[src/rtl/keypad_pkg.sv]
// rtl/keypad_pkg.sv - shared types, sizes and scan-image classification for the keypad scanner
package keypad_pkg;

    localparam int NUM_ROWS = 4;
    localparam int NUM_COLS = 4;
    localparam int IMG_W    = NUM_ROWS * NUM_COLS;

    typedef enum logic [1:0] {
        ST_IDLE    = 2'd0,
        ST_CAND    = 2'd1,
        ST_PRESSED = 2'd2,
        ST_REL     = 2'd3
    } state_t;

    typedef enum logic [1:0] {
        CLS_NONE   = 2'd0,
        CLS_SINGLE = 2'd1,
        CLS_MULTI  = 2'd2
    } scan_class_t;

    function automatic scan_class_t classify_scan(input logic [IMG_W-1:0] img);
        int unsigned n;
        n = 0;
        for (int i = 0; i < IMG_W; i++) begin
            n += 32'(img[i]);
        end
        if (n == 0) begin
            return CLS_NONE;
        end
        if (n == 1) begin
            return CLS_SINGLE;
        end
        return CLS_MULTI;
    endfunction

    // Only meaningful when exactly one bit is set; returns the lowest set index.
    function automatic logic [3:0] lowest_set(input logic [IMG_W-1:0] img);
        logic [3:0] idx;
        idx = 4'd0;
        for (int i = IMG_W - 1; i >= 0; i--) begin
            if (img[i]) begin
                idx = 4'(i);
            end
        end
        return idx;
    endfunction

endpackage

[src/rtl/keypad_debounce.sv]
// rtl/keypad_debounce.sv - scan-rate debounce FSM that accepts single key presses and releases
module keypad_debounce
    import keypad_pkg::*;
#(
    parameter int DEBOUNCE_SCANS = 4
) (
    input  logic        hwclk,
    input  logic        rst,
    input  logic        scan_end,
    input  scan_class_t scan_class,
    input  logic [3:0]  k,
    output logic [3:0]  key_code,
    output logic        key_valid,
    output logic        key_down
);

    localparam logic [3:0] TARGET = 4'(DEBOUNCE_SCANS);

    state_t     state, state_n;
    logic [3:0] cnt, cnt_n, cnt_inc;
    logic [3:0] cand, cand_n;
    logic [3:0] code_n;
    logic       valid_n, down_n, accept;

    assign cnt_inc = (cnt == 4'hF) ? cnt : cnt + 4'd1;

    always_ff @(posedge hwclk or posedge rst) begin
        if (rst) begin
            state     <= ST_IDLE;
            cnt       <= 4'd0;
            cand      <= 4'd0;
            key_code  <= 4'd0;
            key_valid <= 1'b0;
            key_down  <= 1'b0;
        end else begin
            state     <= state_n;
            cnt       <= cnt_n;
            cand      <= cand_n;
            key_code  <= code_n;
            key_valid <= valid_n;
            key_down  <= down_n;
        end
    end

    always_comb begin
        state_n = state;
        cnt_n   = cnt;
        cand_n  = cand;
        code_n  = key_code;
        valid_n = 1'b0;
        down_n  = key_down;
        accept  = 1'b0;
        if (scan_end) begin
            unique case (state)
                ST_IDLE: begin
                    if (scan_class == CLS_SINGLE) begin
                        cand_n = k;
                        cnt_n  = 4'd1;
                        if (TARGET <= 4'd1) begin
                            accept = 1'b1;
                        end else begin
                            state_n = ST_CAND;
                        end
                    end
                end
                ST_CAND: begin
                    if (scan_class == CLS_SINGLE && k == cand) begin
                        cnt_n = cnt_inc;
                        if (cnt_inc >= TARGET) begin
                            accept = 1'b1;
                        end
                    end else if (scan_class == CLS_SINGLE) begin
                        cand_n = k;
                        cnt_n  = 4'd1;
                    end else begin
                        state_n = ST_IDLE;
                        cnt_n   = 4'd0;
                    end
                end
                ST_PRESSED: begin
                    if (scan_class == CLS_NONE) begin
                        cnt_n = 4'd1;
                        if (TARGET <= 4'd1) begin
                            state_n = ST_IDLE;
                            down_n  = 1'b0;
                            cnt_n   = 4'd0;
                        end else begin
                            state_n = ST_REL;
                        end
                    end
                end
                ST_REL: begin
                    if (scan_class == CLS_NONE) begin
                        cnt_n = cnt_inc;
                        if (cnt_inc >= TARGET) begin
                            state_n = ST_IDLE;
                            down_n  = 1'b0;
                            cnt_n   = 4'd0;
                        end
                    end else begin
                        state_n = ST_PRESSED;
                        cnt_n   = 4'd0;
                    end
                end
                default: begin
                    state_n = ST_IDLE;
                    cnt_n   = 4'd0;
                end
            endcase
        end
        // Acceptance is shared by the direct IDLE path and the counted CAND path.
        if (accept) begin
            state_n = ST_PRESSED;
            code_n  = cand_n;
            valid_n = 1'b1;
            down_n  = 1'b1;
            cnt_n   = 4'd0;
        end
    end

endmodule

[src/rtl/keypad_scanner.sv]
// rtl/keypad_scanner.sv - 4x4 keypad row scanner with column synchronizer, scan image and debounce
module keypad_scanner
    import keypad_pkg::*;
#(
    parameter int SCAN_DIV       = 12000,
    parameter int DEBOUNCE_SCANS = 4
) (
    input  logic       hwclk,
    input  logic       rst,
    input  logic [3:0] keypad_c,
    output logic [3:0] keypad_r,
    output logic [3:0] key_code,
    output logic       key_valid,
    output logic       key_down
);

    localparam int DW = (SCAN_DIV > 1) ? $clog2(SCAN_DIV) : 1;

    logic [DW-1:0]    dwell;
    logic [1:0]       row;
    logic [3:0]       c_meta, c_sync;
    logic [IMG_W-1:0] image, image_next;
    logic             tc, scan_end;
    scan_class_t      scan_class;
    logic [3:0]       scan_k;

    assign tc       = (dwell == DW'(SCAN_DIV - 1));
    assign scan_end = tc && (row == 2'(NUM_ROWS - 1));
    assign keypad_r = ~(4'b0001 << row);

    // Columns are inverted on entry so the synchronizer and image use 1 = pressed.
    always_ff @(posedge hwclk or posedge rst) begin
        if (rst) begin
            c_meta <= 4'd0;
            c_sync <= 4'd0;
            dwell  <= '0;
            row    <= 2'd0;
            image  <= '0;
        end else begin
            c_meta <= ~keypad_c;
            c_sync <= c_meta;
            if (tc) begin
                dwell <= '0;
                row   <= row + 2'd1;
                image <= image_next;
            end else begin
                dwell <= dwell + DW'(1);
            end
        end
    end

    // The current row's slot is filled at terminal count, so the scan-end result includes row 3.
    always_comb begin
        image_next = image;
        image_next[{row, 2'b00} +: NUM_COLS] = c_sync;
    end

    assign scan_class = classify_scan(image_next);
    assign scan_k     = lowest_set(image_next);

    keypad_debounce #(
        .DEBOUNCE_SCANS(DEBOUNCE_SCANS)
    ) u_debounce (
        .hwclk     (hwclk),
        .rst       (rst),
        .scan_end  (scan_end),
        .scan_class(scan_class),
        .k         (scan_k),
        .key_code  (key_code),
        .key_valid (key_valid),
        .key_down  (key_down)
    );

endmodule

[config.mk]
export PLATFORM = sky130hd
export DESIGN_NAME = keypad_scanner
export DESIGN_NICKNAME = d
export VERILOG_FILES = /design/src/rtl/keypad_pkg.sv /design/src/rtl/keypad_debounce.sv /design/src/rtl/keypad_scanner.sv
export SDC_FILE = /design/constraint.sdc
export NUM_CORES = 1
export LEC_CHECK = 0
export CORE_MARGIN = 1.5
export CORE_UTILIZATION = 45
export CTS_CLUSTER_SIZE = 28
export DETAILED_ROUTE_END_ITERATION = 16
export PLACE_DENSITY = 0.71
export SLEW_MARGIN = 20
export SYNTH_ARGS = -nofsm -noshare
export SYNTH_HDL_FRONTEND = slang
export SYNTH_SLANG_ARGS = --single-unit
[constraint.sdc]
create_clock -name hwclk -period 6.2 [get_ports hwclk]
set_input_delay 0.62 -clock hwclk [delete_from_list [all_inputs] [get_ports hwclk]]
set_output_delay 0.62 -clock hwclk [all_outputs]
set_load 0.01 [all_outputs]
==> reports/metrics.cfg <==
[setup_path]
crit_required_ps=6410
crit_chain=inv_1, ha_2, nor4b_2, buf_4, a31oi_2, inv_1, fa_1, inv_1, fa_1, fa_1, inv_1, fa_1, ha_1, fa_1, nor3_4, nand3_2, a2111oi_4, nand3_2, nor4_4, buf_4, mux2_2
crit_path_max_fanout=9
crit_slowest_cell=fa_1
path_common_cell=fa_1
max_stage_delay_ps=510
rr_worst_depth=21
r2r_end=u_debounce.key_code[2]
startpoint_type=register
r2r_start=row[1]
critPathKind=reg2reg
critPathCaptureType=register
arrival_ps=6200
r2r_slack_ps=220

[global_routing]
grt_pass1_vias=2827
antenna_found_initial=0
grt_pass1_wl_um=13540
grt_max_degree=57
track_usage=0.2034
overflow=0

[route]
dr.pass1.iters=5
drt-wirelength-per-cell_um=16.14
vias_per_cell=5.747
drtIter0Drc=220
drc_errors=0
antenna_left=0
num_vias=2799
wl_um=7862

[clocking]
cts_max_path_buffers=2
cts_tree=yes
clk_pin_slew_worst_paths_ps=110
clock-sinks=56
cts_hold_buf=0
clkLatencyLatePin_ps=320
cts_buffers=5
cts_max_level=2
cts_root_buf=clkbuf_8

[floorplan]
core.rowCount=31
io_pins=16
die_h_um=91.24
initial_core_util=0.4729
coreArea_um2=7408
fp.dieArea_um2=8324
dieWidth_um=91.24

[placed_design]
dp_slack_ps=9.535
portBuffers=15
place.gp.congestion=0.9039
dp_hpwl_um=5788

[logic_synthesis]
synth_top_area_share=0.4000
syn_inst=367
avgSynthCellArea_um2=9.546
synth_area_leaders=dfrtp_1 40%, fa_1 5.7%, ha_1 4.3%
synth-edff-count=0
synth_fp_nets=395
yosys.area.top_type=dfrtp_1
synthesis.area_um2=3503
synth.distinct_cells=60
synthArstFlopShare=1.000
yosysWarnings=0
ys.flop_type=dfrtp_1
synth_seq_cells=56
ys_seq_area_frac=0.4000

[sta]
min_period_ps=5984
timing.slew.headroom=0.2507
clock.fmax_ghz=0.1671
setup_viol=0
fin_ws_ps=216.1
maxSlewViolCount=0
hold_viol_final=0
post-route-period-util=0.9651
tightest_slew_ps=1110
worst_clock_skew_ps=3.894

[min_path]
hp-start=c_meta[2]
hold_depth=0
hold_path_class=reg2reg
holdPathEnd=c_sync[2]

[job]
cap_violations=0

[pwr]
ir_drop_mv=0.1556
p_leak_nw=1.732
powerDensity_nw_per_um2=161.9
power_w=0.0006350

[final_layout]
insertedDiodeCount=0
fillers=653
fin_nets=415
area_growth_pct=11.96
drive_above_1_share=0.1314

[run_status]
status=complete, no violations

## report_power, final
group          leakage (nW)  switching [W]  internal, W
clock                0.0504       0.000131    0.0000835
sequential            0.750     0.00000397     0.000368
combinational         0.931      0.0000295    0.0000191
## layout make-up
cell class	instances	area, um2	share of cell area
multi-input combinational	273	1973	0.5030
timing repair buffer	26	236.5	0.06029
clock inverter	3	25.02	0.006380
tap	99	123.9	0.03158
inverter	25	93.84	0.02392
sequential	56	1401	0.3573
clock buffer	5	68.82	0.01754
## cell families after synthesis
logic type               count (synthesis)  synth area share
AND/OR/NAND/NOR                        155            0.2393
buffers and inverters                   38           0.05107
flip-flops                              56            0.4000
XOR/XNOR                                15           0.03750
AO/OA/AOI/OAI                           73            0.1464
multiplexers                             8           0.02572
adder cells (fa/ha/maj)                 22            0.1000
## layer usage
metal,GRT usage,share of wire
met1,0.2833,0.46
met3,0.03685,0.057
met4,0.06250,0.018
met2,0.3221,0.47
met5,0,0
## critical path, delay by kind of cell, from the launching register on
family	cells	cell delay [ps]
adder cells (fa/ha/maj)	7	2970
AO/OA/AOI/OAI	2	470
buffers and inverters	6	700
flip-flops	1	420
multiplexers	1	330
AND/OR/NAND/NOR	5	1010
## worst max path at each step
stage | startpoint | endpoint
after floorplan | row[0] | u_debounce.key_code[0]
after global placement | row[0] | u_debounce.key_code[0]
after detailed placement | row[1] | u_debounce.key_code[2]
after CTS | row[1] | u_debounce.cand[2]
after global routing | row[1] | u_debounce.key_code[1]
final | row[1] | u_debounce.key_code[2]
## what timing repair did
action,CTS,global route
endpoints found under the setup margin,4,9
pin swaps,1,2
buffers inserted,0,1
resized for setup,0,9
cloned,0,0
## layout by cell type, fill, tap and decap left out, types with 3 or more instances in the layout
master / instances
xnor2_1: 7
nor2b_1: 15
clkdlybuf4s50_1: 15
buf_4: 10
nor3b_1: 3
and2b_2: 3
a31oi_1: 11
nor2_1: 28
ha_1: 11
nand4_1: 3
o21bai_1: 5
inv_1: 24
nor3_1: 11
or3b_2: 3
nor4_1: 5
a32oi_1: 3
dfrtp_1: 56
clkbuf_8: 5
mux2_2: 8
fa_1: 10
nand2_1: 39
xor2_1: 8
a21oi_1: 3
and2_1: 5
and3_1: 8
nand3_1: 13
o21ai_0: 23
## metrics by stage
step	std cells	area (um2)	setup TNS (ps)	hold WS, ps	util
6_report	487	3923	0	358.7	0.5295
2_1_floorplan	367	3503	0	331.2	-
4_1_cts	485	3854	0	361.5	0.5202
5_1_grt	487	3923	-94.92	369.5	0.5295
3_3_place_gp	477	3760	0	333.4	0.5075
3_5_place_dp	477	3760	0	336.3	0.5075
## flip-flops by register name (all words and copies together), names as in the netlist
name                  count
image                    16
u_debounce.key_code       4
u_debounce.key_valid      1
u_debounce.key_down       1
dwell                    14
c_meta                    4
row                       2
c_sync                    4
u_debounce.cnt            4
u_debounce.cand           4
u_debounce.state          2
## cell usage after synthesis, types with 2 or more instances
cell / count
a221oi_1: 2
mux2_2: 8
dfrtp_1: 56
a21o_2: 2
ha_1: 12
and2_1: 5
xor2_1: 8
fa_1: 10
and2b_2: 3
a31oi_1: 12
nor3b_1: 3
nor2b_1: 15
o311ai_0: 2
a32oi_1: 3
or3_1: 2
nor3_1: 12
clkbuf_1: 6
or2_2: 2
a32o_1: 2
o22ai_1: 2
nand2_1: 39
nor2_1: 28
inv_1: 25
nand4_1: 3
a21oi_1: 3
and3_1: 8
nand3_1: 14
xnor2_1: 7
buf_6: 4
nor4_1: 5
nor4b_1: 2
or3b_2: 3
and4_1: 2
a21o_1: 2
o21ai_0: 24
o21bai_1: 5
o2111a_1: 2
o31a_1: 2
(Power assumes the default switching activity.)
